File: src/rtl/cpu_pkg.sv
// Shared definitions for the Phase 1 control sequencer: opcodes, IR fields, FSM states.
// CTRL_MULDIV_EN selects whether mul/div decode as supported instructions.
package cpu_pkg;

  localparam logic [4:0] OP_ADD  = 5'b00011;
  localparam logic [4:0] OP_SUB  = 5'b00100;
  localparam logic [4:0] OP_AND  = 5'b00101;
  localparam logic [4:0] OP_OR   = 5'b00110;
  localparam logic [4:0] OP_ROR  = 5'b00111;
  localparam logic [4:0] OP_ROL  = 5'b01000;
  localparam logic [4:0] OP_SHR  = 5'b01001;
  localparam logic [4:0] OP_SHRA = 5'b01010;
  localparam logic [4:0] OP_SHL  = 5'b01011;
  localparam logic [4:0] OP_MUL  = 5'b01111;
  localparam logic [4:0] OP_DIV  = 5'b10000;
  localparam logic [4:0] OP_NEG  = 5'b10001;
  localparam logic [4:0] OP_NOT  = 5'b10010;

  localparam int IR_OP_HI = 31;
  localparam int IR_OP_LO = 27;
  localparam int IR_RA_HI = 26;
  localparam int IR_RA_LO = 23;
  localparam int IR_RB_HI = 22;
  localparam int IR_RB_LO = 19;
  localparam int IR_RC_HI = 18;
  localparam int IR_RC_LO = 15;

  typedef enum logic [2:0] {
    IDLE = 3'd0,
    T0   = 3'd1,
    T1   = 3'd2,
    T2   = 3'd3,
    T3   = 3'd4,
    T4   = 3'd5,
    T5   = 3'd6,
    T6   = 3'd7
  } state_e;

  typedef enum logic [1:0] {
    CLS_ILLEGAL = 2'd0,
    CLS_THREE   = 2'd1,
    CLS_UNARY   = 2'd2,
    CLS_MULDIV  = 2'd3
  } op_class_e;

  typedef enum logic [1:0] {
    SEL_NONE = 2'd0,
    SEL_RB   = 2'd1,
    SEL_RC   = 2'd2
  } rout_sel_e;

  function automatic op_class_e classify(input logic [4:0] op);
    case (op)
      OP_ADD, OP_SUB, OP_AND, OP_OR, OP_ROR,
      OP_ROL, OP_SHR, OP_SHRA, OP_SHL: classify = CLS_THREE;
      OP_NEG, OP_NOT:                  classify = CLS_UNARY;
`ifdef CTRL_MULDIV_EN
      OP_MUL, OP_DIV:                  classify = CLS_MULDIV;
`else
      OP_MUL, OP_DIV:                  classify = CLS_ILLEGAL;
`endif
      default:                         classify = CLS_ILLEGAL;
    endcase
  endfunction

endpackage

File: src/rtl/alu_control_sequencer_reg_select_decode.sv
// Register-file select: 4-to-N one-hot decode of ra (load) and rb/rc (bus drive).
module reg_select_decode
  import cpu_pkg::*;
#(
  parameter int NUM_REGS = 16
) (
  input  logic                rin_en,
  input  rout_sel_e           rout_sel,
  input  logic [3:0]          ra,
  input  logic [3:0]          rb,
  input  logic [3:0]          rc,
  output logic [NUM_REGS-1:0] rin,
  output logic [NUM_REGS-1:0] rout
);

  // one-hot decode of the selected register fields
  always_comb begin
    rin  = '0;
    rout = '0;
    if (rin_en) begin
      rin = NUM_REGS'(1) << ra;
    end else begin
      rin = '0;
    end
    case (rout_sel)
      SEL_RB:  rout = NUM_REGS'(1) << rb;
      SEL_RC:  rout = NUM_REGS'(1) << rc;
      default: rout = '0;
    endcase
  end

endmodule

File: src/rtl/alu_control_sequencer.sv
// Hard-wired fetch/decode/execute strobe sequencer for the Phase 1 datapath.
// Define CTRL_MULDIV_EN to enable the mul/div LO/HI execute path.
module alu_control_sequencer
  import cpu_pkg::*;
#(
  parameter int NUM_REGS = 16,
  parameter int OPW      = 5
) (
  input  logic                clk,
  input  logic                clr,
  input  logic                start,
  input  logic                mem_rdy,
  input  logic [31:0]         ir,
  output logic                PCout,
  output logic                PCin,
  output logic                pc_increment,
  output logic                MARin,
  output logic                read,
  output logic                MDRin,
  output logic                MDRout,
  output logic                IRin,
  output logic                RYin,
  output logic                Zhighin,
  output logic                Zlowin,
  output logic                Zhighout,
  output logic                Zlowout,
  output logic                HIin,
  output logic                LOin,
  output logic [OPW-1:0]      op_code,
  output logic [NUM_REGS-1:0] Rin,
  output logic [NUM_REGS-1:0] Rout,
  output logic                busy,
  output logic                done,
  output logic                illegal
);

  state_e     state_r;
  op_class_e  cls_s;
  logic [4:0] op_s;
  logic       rin_en_s;
  rout_sel_e  rout_sel_s;

  assign op_s  = ir[IR_OP_HI:IR_OP_LO];
  assign cls_s = classify(op_s);

  // state register and transitions; clr drops straight back to IDLE
  always_ff @(posedge clk or posedge clr) begin
    if (clr) begin
      state_r <= IDLE;
    end else begin
      case (state_r)
        IDLE:    state_r <= start ? T0 : IDLE;
        T0:      state_r <= T1;
        T1:      state_r <= mem_rdy ? T2 : T1;
        T2:      state_r <= T3;
        T3:      state_r <= (cls_s == CLS_ILLEGAL) ? IDLE : T4;
        T4:      state_r <= (cls_s == CLS_UNARY) ? IDLE : T5;
        T5:      state_r <= (cls_s == CLS_MULDIV) ? T6 : IDLE;
        T6:      state_r <= IDLE;
        default: state_r <= IDLE;
      endcase
    end
  end

  // control word: pure decode of state and IR, so IDLE (and clr) yields all zeros
  always_comb begin
    {PCout, PCin, pc_increment, MARin, read, MDRin, MDRout, IRin} = 8'd0;
    {RYin, Zhighin, Zlowin, Zhighout, Zlowout, HIin, LOin}        = 7'd0;
    op_code    = '0;
    done       = 1'b0;
    illegal    = 1'b0;
    rin_en_s   = 1'b0;
    rout_sel_s = SEL_NONE;
    busy       = (state_r != IDLE);
    case (state_r)
      T0: begin
        {PCout, MARin, pc_increment, Zlowin, Zhighin} = 5'b11111;
      end
      T1: begin
        Zlowout = 1'b1;
        read    = 1'b1;
        PCin    = mem_rdy;
        MDRin   = mem_rdy;
      end
      T2: begin
        {MDRout, IRin} = 2'b11;
      end
      T3: begin
        if (cls_s == CLS_THREE || cls_s == CLS_MULDIV) begin
          rout_sel_s = SEL_RB;
          RYin       = 1'b1;
        end else if (cls_s == CLS_UNARY) begin
          rout_sel_s = SEL_RB;
          op_code    = OPW'(op_s);
          {Zlowin, Zhighin} = 2'b11;
        end else begin
          illegal = 1'b1;
        end
      end
      T4: begin
        if (cls_s == CLS_THREE || cls_s == CLS_MULDIV) begin
          rout_sel_s = SEL_RC;
          op_code    = OPW'(op_s);
          {Zlowin, Zhighin} = 2'b11;
        end else if (cls_s == CLS_UNARY) begin
          Zlowout  = 1'b1;
          rin_en_s = 1'b1;
          done     = 1'b1;
        end else begin
          done = 1'b0;
        end
      end
      T5: begin
        if (cls_s == CLS_THREE) begin
          Zlowout  = 1'b1;
          rin_en_s = 1'b1;
          done     = 1'b1;
        end else if (cls_s == CLS_MULDIV) begin
          {Zlowout, LOin} = 2'b11;
        end else begin
          done = 1'b0;
        end
      end
      T6: begin
        if (cls_s == CLS_MULDIV) begin
          {Zhighout, HIin, done} = 3'b111;
        end else begin
          done = 1'b0;
        end
      end
      default: begin
        busy = 1'b0;
      end
    endcase
  end

  reg_select_decode #(
    .NUM_REGS (NUM_REGS)
  ) u_reg_select_decode (
    .rin_en   (rin_en_s),
    .rout_sel (rout_sel_s),
    .ra       (ir[IR_RA_HI:IR_RA_LO]),
    .rb       (ir[IR_RB_HI:IR_RB_LO]),
    .rc       (ir[IR_RC_HI:IR_RC_LO]),
    .rin      (Rin),
    .rout     (Rout)
  );

endmodule

File: config.mk
export PLATFORM = sky130hd
export DESIGN_NAME = alu_control_sequencer
export DESIGN_NICKNAME = d
export VERILOG_FILES = /design/src/rtl/cpu_pkg.sv /design/src/rtl/alu_control_sequencer_reg_select_decode.sv /design/src/rtl/alu_control_sequencer.sv
export SDC_FILE = /design/constraint.sdc
export NUM_CORES = 1
export LEC_CHECK = 0
export ABC_AREA = 1
export CORE_UTILIZATION = 30
export DETAILED_ROUTE_END_ITERATION = 8
export PLACE_DENSITY = 0.88
export SYNTH_ARGS = -nofsm -noshare
export SYNTH_HDL_FRONTEND = slang
export SYNTH_HIERARCHICAL = 1
export SYNTH_SLANG_ARGS = --single-unit
File: constraint.sdc
create_clock -name clk -period 3.2 [get_ports clk]
set_clock_uncertainty 0.2 [all_clocks]
set_input_delay 0.32 -clock clk [delete_from_list [all_inputs] [get_ports clk]]
set_output_delay 0.32 -clock clk [all_outputs]
set_load 0.005 [all_outputs]
* Yosys cells after proc, flatten, opt, wreduce, memory -nomap -nowiden
Memory sizes are Yosys's and may differ from the RTL's. Index checks and enable logic that the tools add are counted.
Word-level totals: memories kept 1, input port bits 36, output and inout bits 55, register bits after elaboration 3, logic and storage cells 60, memory bits (read-only) 64
Operators by class: reduce and logical (&&, ||, !) cells 5, equal/unequal tests 12, shifts and indexed selects 3, multiplexer cells 38
Memory list:
- (no name shown) | depth 32, width 2, read ports 1, clocked after Yosys merged registers in 0, wr ports 0, line cpu_pkg.sv:53 | case (op)
Operators with widths (number):
- << shifter 1 x 4 -> 16 bit (first input constant) | 3
- one-hot mux 16 bit (2 select lines) | 1
- one-hot mux 3 bit (8 select lines) | 1
- two-way mux 1 bit | 22
- two-way mux 16 bit | 1
- two-way mux 5 bit | 3
- equality test 3 bit (second input constant) | 4
- one-hot mux 5 bit (2 select lines) | 1
- two-way mux 3 bit | 3
- one-hot mux 1 bit (3 select lines) | 3
- OR reduction 7 bit | 1
- equality test 2 bit (second input constant) | 3
- equality test 3 x 2 -> 1 bit (second input constant) | 2
- equality test 2 x 1 -> 1 bit (second input constant) | 2
- one-hot mux 2 bit (2 select lines) | 1
- equality test 3 x 1 -> 1 bit (second input constant) | 1
- logical NOT 3 bit | 1
- nonzero test 3 bit | 1
- logical NOT 2 bit | 1
- two-way mux 2 bit | 1
- one-hot mux 1 bit (2 select lines) | 1
- logical OR 1 bit | 1

* Depth between registers and ports, before layout
Gate-level depths: netlist of the first run. An unclocked memory read counts as a cell.
word-level depth 7, gate-level depth with buffers 15

* Modules after synthesis
The synthesis of the first run kept the hierarchy.
Modules (own cells, without submodules):
- alu_control_sequencer | area an instance 421.7 um2, seq. area each 75.1 um2, times used 1, cells each 69
- reg_select_decode | area an instance 416.6 um2, seq. area each 0.0 um2, times used 1, cells each 88

* Worst setup path before layout of the first run
OpenSTA, ideal clock, no wires.
path type input-to-output, start in ir[27], end out Rout[11], required time 2.680 ns, arrival time 1.649 ns, path slack 1.031 ns, buffers on the path 1, stages 13, cell sequence ha_1 -> nand3_1 -> nand2_1 -> nand2_1 -> inv_1 -> inv_1 -> ha_1 -> buf_6 -> inv_4 -> nand2_1 -> nand2_2 -> nand3_1 -> nor2_1
Between the ends: cells in the longest elaborated chain, start to end 7, elaborated cells between the ends (all ways) 12, those cells by class eq/ne: 5; mux: 5; reduce/logical: 1; memory: 1
Ends and longest elaborated chain:
- from (decl) | line alu_control_sequencer.sv:13 | input logic [31:0] ir,
- memory read (32 x 2 bit) (*)
- equality test 2 bit (tied with other cells) | line alu_control_sequencer.sv:92 | end else if (cls_s == CLS_UNARY) begin
- two-way mux 1 bit or logical OR 1 bit (tied branches) | line alu_control_sequencer.sv:92, alu_control_sequencer.sv:89
- two-way mux 1 bit (*) | line alu_control_sequencer.sv:89 | if (cls_s == CLS_THREE || cls_s == CLS_MULDIV) begin
- one-hot mux 2 bit (2 select lines) (*) | line alu_control_sequencer.sv:75 | case (state_r)
- named net rout_sel_s[0] | line alu_control_sequencer.sv:41 | rout_sel_e rout_sel_s;
- equality test 2 bit or equality test 2 x 1 -> 1 bit (tied branches) | line alu_control_sequencer_reg_select_decode.sv:25 | case (rout_sel)
- one-hot mux 16 bit (2 select lines) (*) | line alu_control_sequencer_reg_select_decode.sv:25
- to (decl) | line alu_control_sequencer.sv:31 | output logic [NUM_REGS-1:0] Rout,
The timed path passes the listed nets; every way through them passes the cells marked *.

* Final worst setup path of the first run
start in ir[31], end out Rout[0]
The elaborated chain is that of the path after synthesis.

==> reports/summary.txt, run 1 <==
=========================================================================================
Clock insertion delay at the later pin of the skew report                         0.24 ns
Design area                                                                     1680 um^2
Non-Filler Instances                                                                  267
CTS H-tree lvls                                                                         1
Synth cell count leaders                                                     sky130_fd_sc_hd__nor2_1, sky130_fd_sc_hd__inv_1, sky130_fd_sc_hd__nand2_1, sky130_fd_sc_hd__nand3_1, sky130_fd_sc_hd__nand2_2
Synth cell types                                                                       23
DR WL/cell                                                                        10.2 um
Sequential share of the synthesized area                                            8.96%
Post-route DRC violation count                                                          0
RSZ-0062 raised after global routing                                                   no
Leading area contributor after synthesis                                     sky130_fd_sc_hd__nor2_1
Crit Reg-Reg Endpoint                                                          state_r[2]
Total via count after detailed routing                                               1226
Maximum buffer depth of the clock tree                                                  2
Flop2flop setup slack                                                             1.92 ns
Global-route wire length before repair                                            3920 um
Kind of capture point of the worst setup path                                 output port
Top-area cell type share of the netlist area                                        17.0%
Via count of the first global-routing pass                                            992
Most Frequent Cell on Critical Path                                          sky130_fd_sc_hd__nand2_1
Leakage power of the design                                                      0.828 nW
Final weighted congestion in routability-driven placement                           0.770
Start of the worst register-to-register path                                   state_r[0]
Number of enable flip-flop cells after synthesis                                        0
Violation count after the first detailed-route iteration                               19
Final critical-path required period                                               3.01 ns
Worst Hold Slack                                                                0.0458 ns
Pin count of the biggest net entering global routing                                   11
Startpoint types                                                                input pin
Core ar.                                                                        2570 um^2
CP Cell Sequence                                                             clkdlybuf4s50_1 -> a21oi_2 -> nand2_1 -> nand2_1 -> nand2_1 -> inv_1 -> inv_1 -> ha_4 -> inv_4 -> nand2_1 -> nand2_2 -> nand3_1 -> nor2_1 -> clkdlybuf4s50_1
Worst endpoint data arrival time                                                  2.49 ns
Maximum ir drop on the vdd rail                                                  0.309 mV
Synthesized area per cell                                                       5.34 um^2
Number of cells on the critical path                                                   14
Number of warnings printed during yosys synthesis                                       6
Critical path required time                                                       2.68 ns
Share of layout cells above drive strength 1                                        15.2%
Final hold vios                                                                         0
Detailed Route WL                                                                 2740 um
Fraction of met1 tracks used by global routing                                      23.4%
Reg2Reg Depth                                                                           6
Initial antenna violation count                                                         0
Critical Path Source                                                               ir[31]
Highest cell delay on the worst timing path                                       0.52 ns
Max-slew violation total from the final report                                          0
Class of the most critical setup path                                        input pin to output port
Top-Level Pins                                                                         91
Initial core utilization                                                            32.7%
Initial DRT Pass Iterations                                                             4
TritonCTS clock tree                                                                 done
Worst setup endpoint                                                              Rout[0]
All-Layer GR Usage                                                                  17.9%
Growth of design area from synthesis to finish                                       101%
Type of the tightest min-delay check                                         input pin to async pin
Die outline area                                                                3010 um^2
Critical path fanouts, max                                                             10
Width of the chip                                                                 54.9 um
Num rows                                                                               18
Overall overflow remaining after global route                                           0
Setup tns final                                                                      0 ns
Cell with the most instances after synthesis                                 sky130_fd_sc_hd__nor2_1
Number of buffers created by CTS                                                        3
Synthesis-stage register bit count                                                      3
Busiest metal layer after global routing                                             met2
Number of hold buffers added after cts                                                  0
Met3 capacity usage during global routing                                           3.89%
Post-detailed-placement cell area                                               1600 um^2
Number of vias per cell                                                              4.59
Cell types occupying the most area after synthesis                           sky130_fd_sc_hd__nor2_1, sky130_fd_sc_hd__nand3_1, sky130_fd_sc_hd__inv_1
Family with the most delay on the worst path                                 buffers and inverters
Total Nets Final                                                                      276
Total instance count after detailed placement                                         261
Clock sink count                                                                        3
Routed Antenna Nets                                                                     0
CTS clock-pin slew for the worst setup and hold paths                             0.04 ns
HPWL reported at the end of detailed placement                                    2300 um
Post-route setup slack                                                           0.187 ns
Run status                                                                   finished, final reports clean
Height of the chip                                                                54.9 um
Most used flip-flop cell after synthesis                                     sky130_fd_sc_hd__dfrtp_1
Top Registers                                                                  state_r x3
Buf/Inv on CP                                                                           5
Setup-violating endpoint count in the final report                                      0
Synth Cell Area                                                                  838 um^2
Global-route track usage on met2                                                    28.5%
Pwr per Cell Area                                                             312 nW/um^2
ANT cells                                                                               0
Number of instances in the synthesized netlist                                        157
Cell at the root of the clock tree                                           sky130_fd_sc_hd__clkbuf_4
Register with the highest flop count                                              state_r
Proportion of register bits with asynchronous set or reset after synthesis           100%
Buffers on Ports                                                                       72
Max reg flops                                                                           3
Max cap viols                                                                           0
Peak Freq                                                                         332 MHz
Final clock period utilization by the worst path                                    94.1%
Post-placement setup slack                                                      -0.192 ns
Cell at the slowest stage of the critical path                               sky130_fd_sc_hd__clkdlybuf4s50_1
=========================================================================================
-- per-stage QoR --
step           total power (W)  util (%)
6_report              0.000525      65.5
5_1_grt               0.000575      65.5
4_1_cts               0.000525      63.8
3_5_place_dp          0.000454      62.3
3_3_place_gp          0.000448      62.3
2_1_floorplan         0.000278         -
-- metal layers --
layer  vias to the layer above  routed length (um)  part of all wire (%)
li1                        635                   -                     -
met1                       540                1210                    44
met2                        49                1300                    47
met3                         2                 209                   7.6
met4                         0                  19                  0.69
met5                         -                   0                     0
-- worst reg2reg max path: stages (launching register included) --
cell                      delay [ns]
sky130_fd_sc_hd__dfrtp_1        0.39
sky130_fd_sc_hd__inv_1          0.13
sky130_fd_sc_hd__nand2_2        0.09
sky130_fd_sc_hd__nor2_4         0.12
sky130_fd_sc_hd__nand2_1        0.10
sky130_fd_sc_hd__buf_4          0.14
sky130_fd_sc_hd__nand2_1        0.05
-- where the power goes --
part | internal (W) | switching [W] | total (W)
registers | 0.0000559 | 0.0000198 | 0.0000757
clock network | 0.0000467 | 0.0000201 | 0.0000669
logic | 0.000210 | 0.000172 | 0.000382
total | 0.000313 | 0.000212 | 0.000525
-- placed cells by master (no fill, tap or decap) --
master                            Yosys  layout
sky130_fd_sc_hd__a21oi_2              1       1
sky130_fd_sc_hd__nor2_4               1       1
sky130_fd_sc_hd__dfrtp_1              3       3
sky130_fd_sc_hd__clkdlybuf4s50_1      0      66
sky130_fd_sc_hd__o211ai_4             1       1
sky130_fd_sc_hd__inv_1               28      28
sky130_fd_sc_hd__nor2_2               1       1
sky130_fd_sc_hd__o21ai_2              1       1
sky130_fd_sc_hd__nor2_1              38      38
sky130_fd_sc_hd__nand4_1              2       2
sky130_fd_sc_hd__buf_4                8      11
sky130_fd_sc_hd__clkbuf_1             0       1
sky130_fd_sc_hd__a21oi_1              1       1
sky130_fd_sc_hd__conb_1               1       3
sky130_fd_sc_hd__nand3_2              1       1
sky130_fd_sc_hd__inv_2                1       1
sky130_fd_sc_hd__dlymetal6s2s_1       0       6
sky130_fd_sc_hd__nand2_1             27      27
sky130_fd_sc_hd__inv_4                1       1
sky130_fd_sc_hd__ha_4                 0       2
sky130_fd_sc_hd__nand3_1             24      24
sky130_fd_sc_hd__a21boi_2             2       2
sky130_fd_sc_hd__nand2_4              1       1
sky130_fd_sc_hd__clkbuf_4             0       3
sky130_fd_sc_hd__nor3_1               2       2
sky130_fd_sc_hd__nand2_2              9       9
-- final cells by class --
| class | count | area, um^2 |
|---|---|---|
| Fill cell | 238 | 886 |
| Inverter | 30 | 115 |
| Tap cell | 30 | 37.5 |
| Timing Repair Buffer | 83 | 818 |
| Multi-Input combinational cell | 117 | 609 |
| Sequential cell | 3 | 75.1 |
| Clock buffer | 4 | 26.3 |
-- worst min path at each step --
stage | from | to | slack [ns] | depth (start not counted)
6_report | clr | state_r[1] | 0.05 | 2
5_1_grt | clr | state_r[1] | 0.07 | 2
4_1_cts | clr | state_r[1] | 0.05 | 2
3_5_place_dp | clr | state_r[2] | 0.30 | 2
3_3_place_gp | clr | state_r[0] | 0.29 | 2
2_1_floorplan | clr | state_r[0] | -0.13 | 1
-- repair_timing --
item | CTS | global route
buffers inserted | 0 | 2
resized for setup | 2 | 7
pin swaps | 0 | 5
gates cloned | 0 | 0
endpoints found under the setup margin | 16 | 16
-- kinds of logic (layout without fill, tap and decap cells) --
logic type	Yosys count	after routing	share of synthesized area [%]
simple gates	106	106	57.5
other cells	1	3	0.447
buf+inv	39	117	22.2
flops	3	3	8.95
compound gates	6	6	7.91
fa+ha+maj	2	2	2.98
Power figures use the tool's default switching activity.
==> run 2: changes to the inputs <==
--- a/config.mk
+++ b/config.mk
@@ -6,7 +6,9 @@
 export NUM_CORES = 1
 export LEC_CHECK = 0
 export ABC_AREA = 1
+export CORE_MARGIN = 2
 export CORE_UTILIZATION = 30
+export CTS_BUF_LIST = sky130_fd_sc_hd__clkbuf_8 sky130_fd_sc_hd__clkbuf_16
 export DETAILED_ROUTE_END_ITERATION = 8
 export PLACE_DENSITY = 0.88
 export SYNTH_ARGS = -nofsm -noshare
==> run 2 against run 1 <==
  * Sequential cell count unchanged
  * Worst hold slack improved by 0.025 ns
  * Clock power rose by 63%
  * Global-route usage shrank 0.31 points
  * Via count grew 2.4%
  * Final cell count increased by 0.75%
==> reports/summary.txt, run 2 (synthesized netlist as in run 1, its figures left out) <==
========================================================================
Setup-violating endpoint count in the final report                     0   unchanged
Critical path required time                                      2.68 ns   about the same
Met3 capacity usage during global routing                          4.38%   was 3.89%
All-Layer GR Usage                                                 17.6%   was 17.9%
Kind of capture point of the worst setup path                output port   unchanged
Buf/Inv on CP                                                          6   was 5
Max-slew violation total from the final report                         0   unchanged
Busiest metal layer after global routing                            met2   unchanged
Clock insertion delay at the later pin of the skew report        0.22 ns   was 0.24 ns
Number of vias per cell                                             4.67   was 4.59
Final critical-path required period                              2.94 ns   was 3.01 ns
Growth of design area from synthesis to finish                      106%   was 101%
Flop2flop setup slack                                            1.91 ns   was 1.92 ns
Pin count of the biggest net entering global routing                  11   unchanged
Die outline area                                               3230 um^2   was 3010 um^2
Routed Antenna Nets                                                    0   unchanged
DR WL/cell                                                       11.2 um   was 10.2 um
Run status                                                  finished, final reports clean   unchanged
Initial DRT Pass Iterations                                            5   was 4
Non-Filler Instances                                                 269   was 267
Initial antenna violation count                                        0   unchanged
Maximum ir drop on the vdd rail                                 0.328 mV   was 0.309 mV
Commonest non-fill, non-tap cells in the layout             sky130_fd_sc_hd__clkdlybuf4s50_1, sky130_fd_sc_hd__nor2_1, sky130_fd_sc_hd__inv_1   unchanged
Violation count after the first detailed-route iteration              53   was 19
Final clock period utilization by the worst path                   91.8%   was 94.1%
RSZ-0062 raised after global routing                                  no   unchanged
Post-route DRC violation count                                         0   unchanged
CTS clock-pin slew for the worst setup and hold paths            0.03 ns   was 0.04 ns
Max reg flops                                                          3   unchanged
Core ar.                                                       2710 um^2   was 2570 um^2
Detailed Route WL                                                3030 um   was 2740 um
Via count of the first global-routing pass                          1100   was 992
Global-route wire length before repair                           4630 um   was 3920 um
Total instance count after detailed placement                        261   unchanged
Buffers on Ports                                                      72   unchanged
Width of the chip                                                56.9 um   was 54.9 um
Commonest non-fill, non-tap cell in the layout              sky130_fd_sc_hd__clkdlybuf4s50_1   unchanged
Total via count after detailed routing                              1256   was 1226
Top-Level Pins                                                        91   unchanged
Worst endpoint data arrival time                                 2.42 ns   was 2.49 ns
CTS H-tree lvls                                                        1   unchanged
CP Cell Sequence                                            inv_1 -> nand2_2 -> nor2_4 -> nand2_1 -> inv_1 -> inv_1 -> ha_4 -> buf_4 -> buf_4 -> o211ai_4 -> nor2_1 -> clkdlybuf4s50_1   was clkdlybuf4s50_1 -> a21oi_2 -> nand2_1 -> nand2_1 -> nand2_1 -> inv_1 -> inv_1 -> ha_4 -> inv_4 -> nand2_1 -> nand2_2 -> nand3_1 -> nor2_1 -> clkdlybuf4s50_1
Setup tns final                                                     0 ns   unchanged
Register with the highest flop count                             state_r   unchanged
ANT cells                                                              0   unchanged
Clock sink count                                                       3   unchanged
Family with the most delay on the worst path                buffers and inverters   unchanged
Num rows                                                              19   was 18
Pwr per Cell Area                                            332 nW/um^2   was 312 nW/um^2
Number of hold buffers added after cts                                 0   unchanged
Initial core utilization                                           30.9%   was 32.7%
TritonCTS clock tree                                                done   unchanged
Type of the tightest min-delay check                        input pin to async pin   unchanged
Cell at the slowest stage of the critical path              sky130_fd_sc_hd__clkdlybuf4s50_1   unchanged
Overall overflow remaining after global route                          0   unchanged
Global-route track usage on met2                                   30.7%   was 28.5%
Final hold vios                                                        0   unchanged
Final weighted congestion in routability-driven placement          0.789   was 0.770
Critical path fanouts, max                                             8   was 10
Number of buffers created by CTS                                       3   unchanged
Fin util                                                           63.8%   was 65.5%
Share of layout cells above drive strength 1                       16.4%   was 15.2%
Most Frequent Cell on Critical Path                         sky130_fd_sc_hd__inv_1   was sky130_fd_sc_hd__nand2_1
Class of the most critical setup path                       register to output port   was input pin to output port
Maximum buffer depth of the clock tree                                 2   unchanged
Height of the chip                                               56.9 um   was 54.9 um
Top Registers                                                 state_r x3   unchanged
Cell at the root of the clock tree                          sky130_fd_sc_hd__clkbuf_8   was sky130_fd_sc_hd__clkbuf_4
Peak Freq                                                        341 MHz   was 332 MHz
Highest cell delay on the worst timing path                      0.46 ns   was 0.52 ns
Fraction of met1 tracks used by global routing                     19.9%   was 23.4%
Total Nets Final                                                     277   was 276
Leakage power of the design                                     0.866 nW   was 0.828 nW
HPWL reported at the end of detailed placement                   2400 um   was 2300 um
Startpoint types                                                register   was input pin
Max cap viols                                                          0   unchanged
========================================================================
run 2: cell count changes in the layout (fill, tap and decap cells not counted), sizes merged:
cell           previous run  this run
dlygate4sd2               0         1
dlymetal6s2s              6         7
clkbuf                    4         3
buf                      11        12
inv                      30        31
clkdlybuf4s50            66        64
run 2: metrics by stage:
step / setup slack (ns) / hold WS (ns) / area, um^2 / power (W)
after CTS: 0.000444 / 0.0771 / 1650 / 0.000568
after global routing: 0.0835 / 0.0999 / 1730 / 0.000615
after floorplan: 1.03 / -0.126 / 846 / 0.000278
after global placement: -0.145 / 0.299 / 1590 / 0.000449
final: 0.264 / 0.0709 / 1730 / 0.000573
after detailed placement: -0.231 / 0.311 / 1590 / 0.000456
run 2: routing by layer:
metal	share of wire, %	up-vias	wire (um)
li1	-	635	-
met1	38	544	1160
met2	50	70	1520
met3	9.6	7	290
met4	2.0	0	59
met5	0	-	0
run 2: what timing repair did:
item                                    in CTS  in global routing
endpoints found under the setup margin      16                 15
gates resized for setup                      3                 11
pin swaps                                    0                  8
buffers inserted                             0                  4
run 2: worst paths after layout:
| path | startpoint | to | depth (start not counted) |
|---|---|---|---|
| min in group clk | ir[31] | state_r[1] | 5 |
| worst max register to register | state_r[0] | state_r[2] | 6 |
| worst min register to register | state_r[1] | state_r[1] | 3 |
| worst min-delay path | clr | state_r[0] | 2 |
| max in group asynchronous | clr | state_r[2] | 2 |
| worst max-delay path | state_r[0] | Rout[9] | 12 |
run 2: final cells by class:
class / instances / area, um^2
Clock buffer: 3 / 41.3
Clock inverter: 1 / 3.75
Fill cell: 261 / 982
Inverter: 30 / 115
Multi-Input combinational cell: 117 / 617
Sequential cell: 3 / 75.1
Tap cell: 31 / 38.8
Timing Repair Buffer: 84 / 837
run 2: where the power goes:
| part | switching, W | leakage [nW] | internal, W |
|---|---|---|---|
| Sequential | 0.0000190 | 0.0384 | 0.0000560 |
| Combinational | 0.000178 | 0.801 | 0.000212 |
| Clock | 0.0000270 | 0.0269 | 0.0000818 |
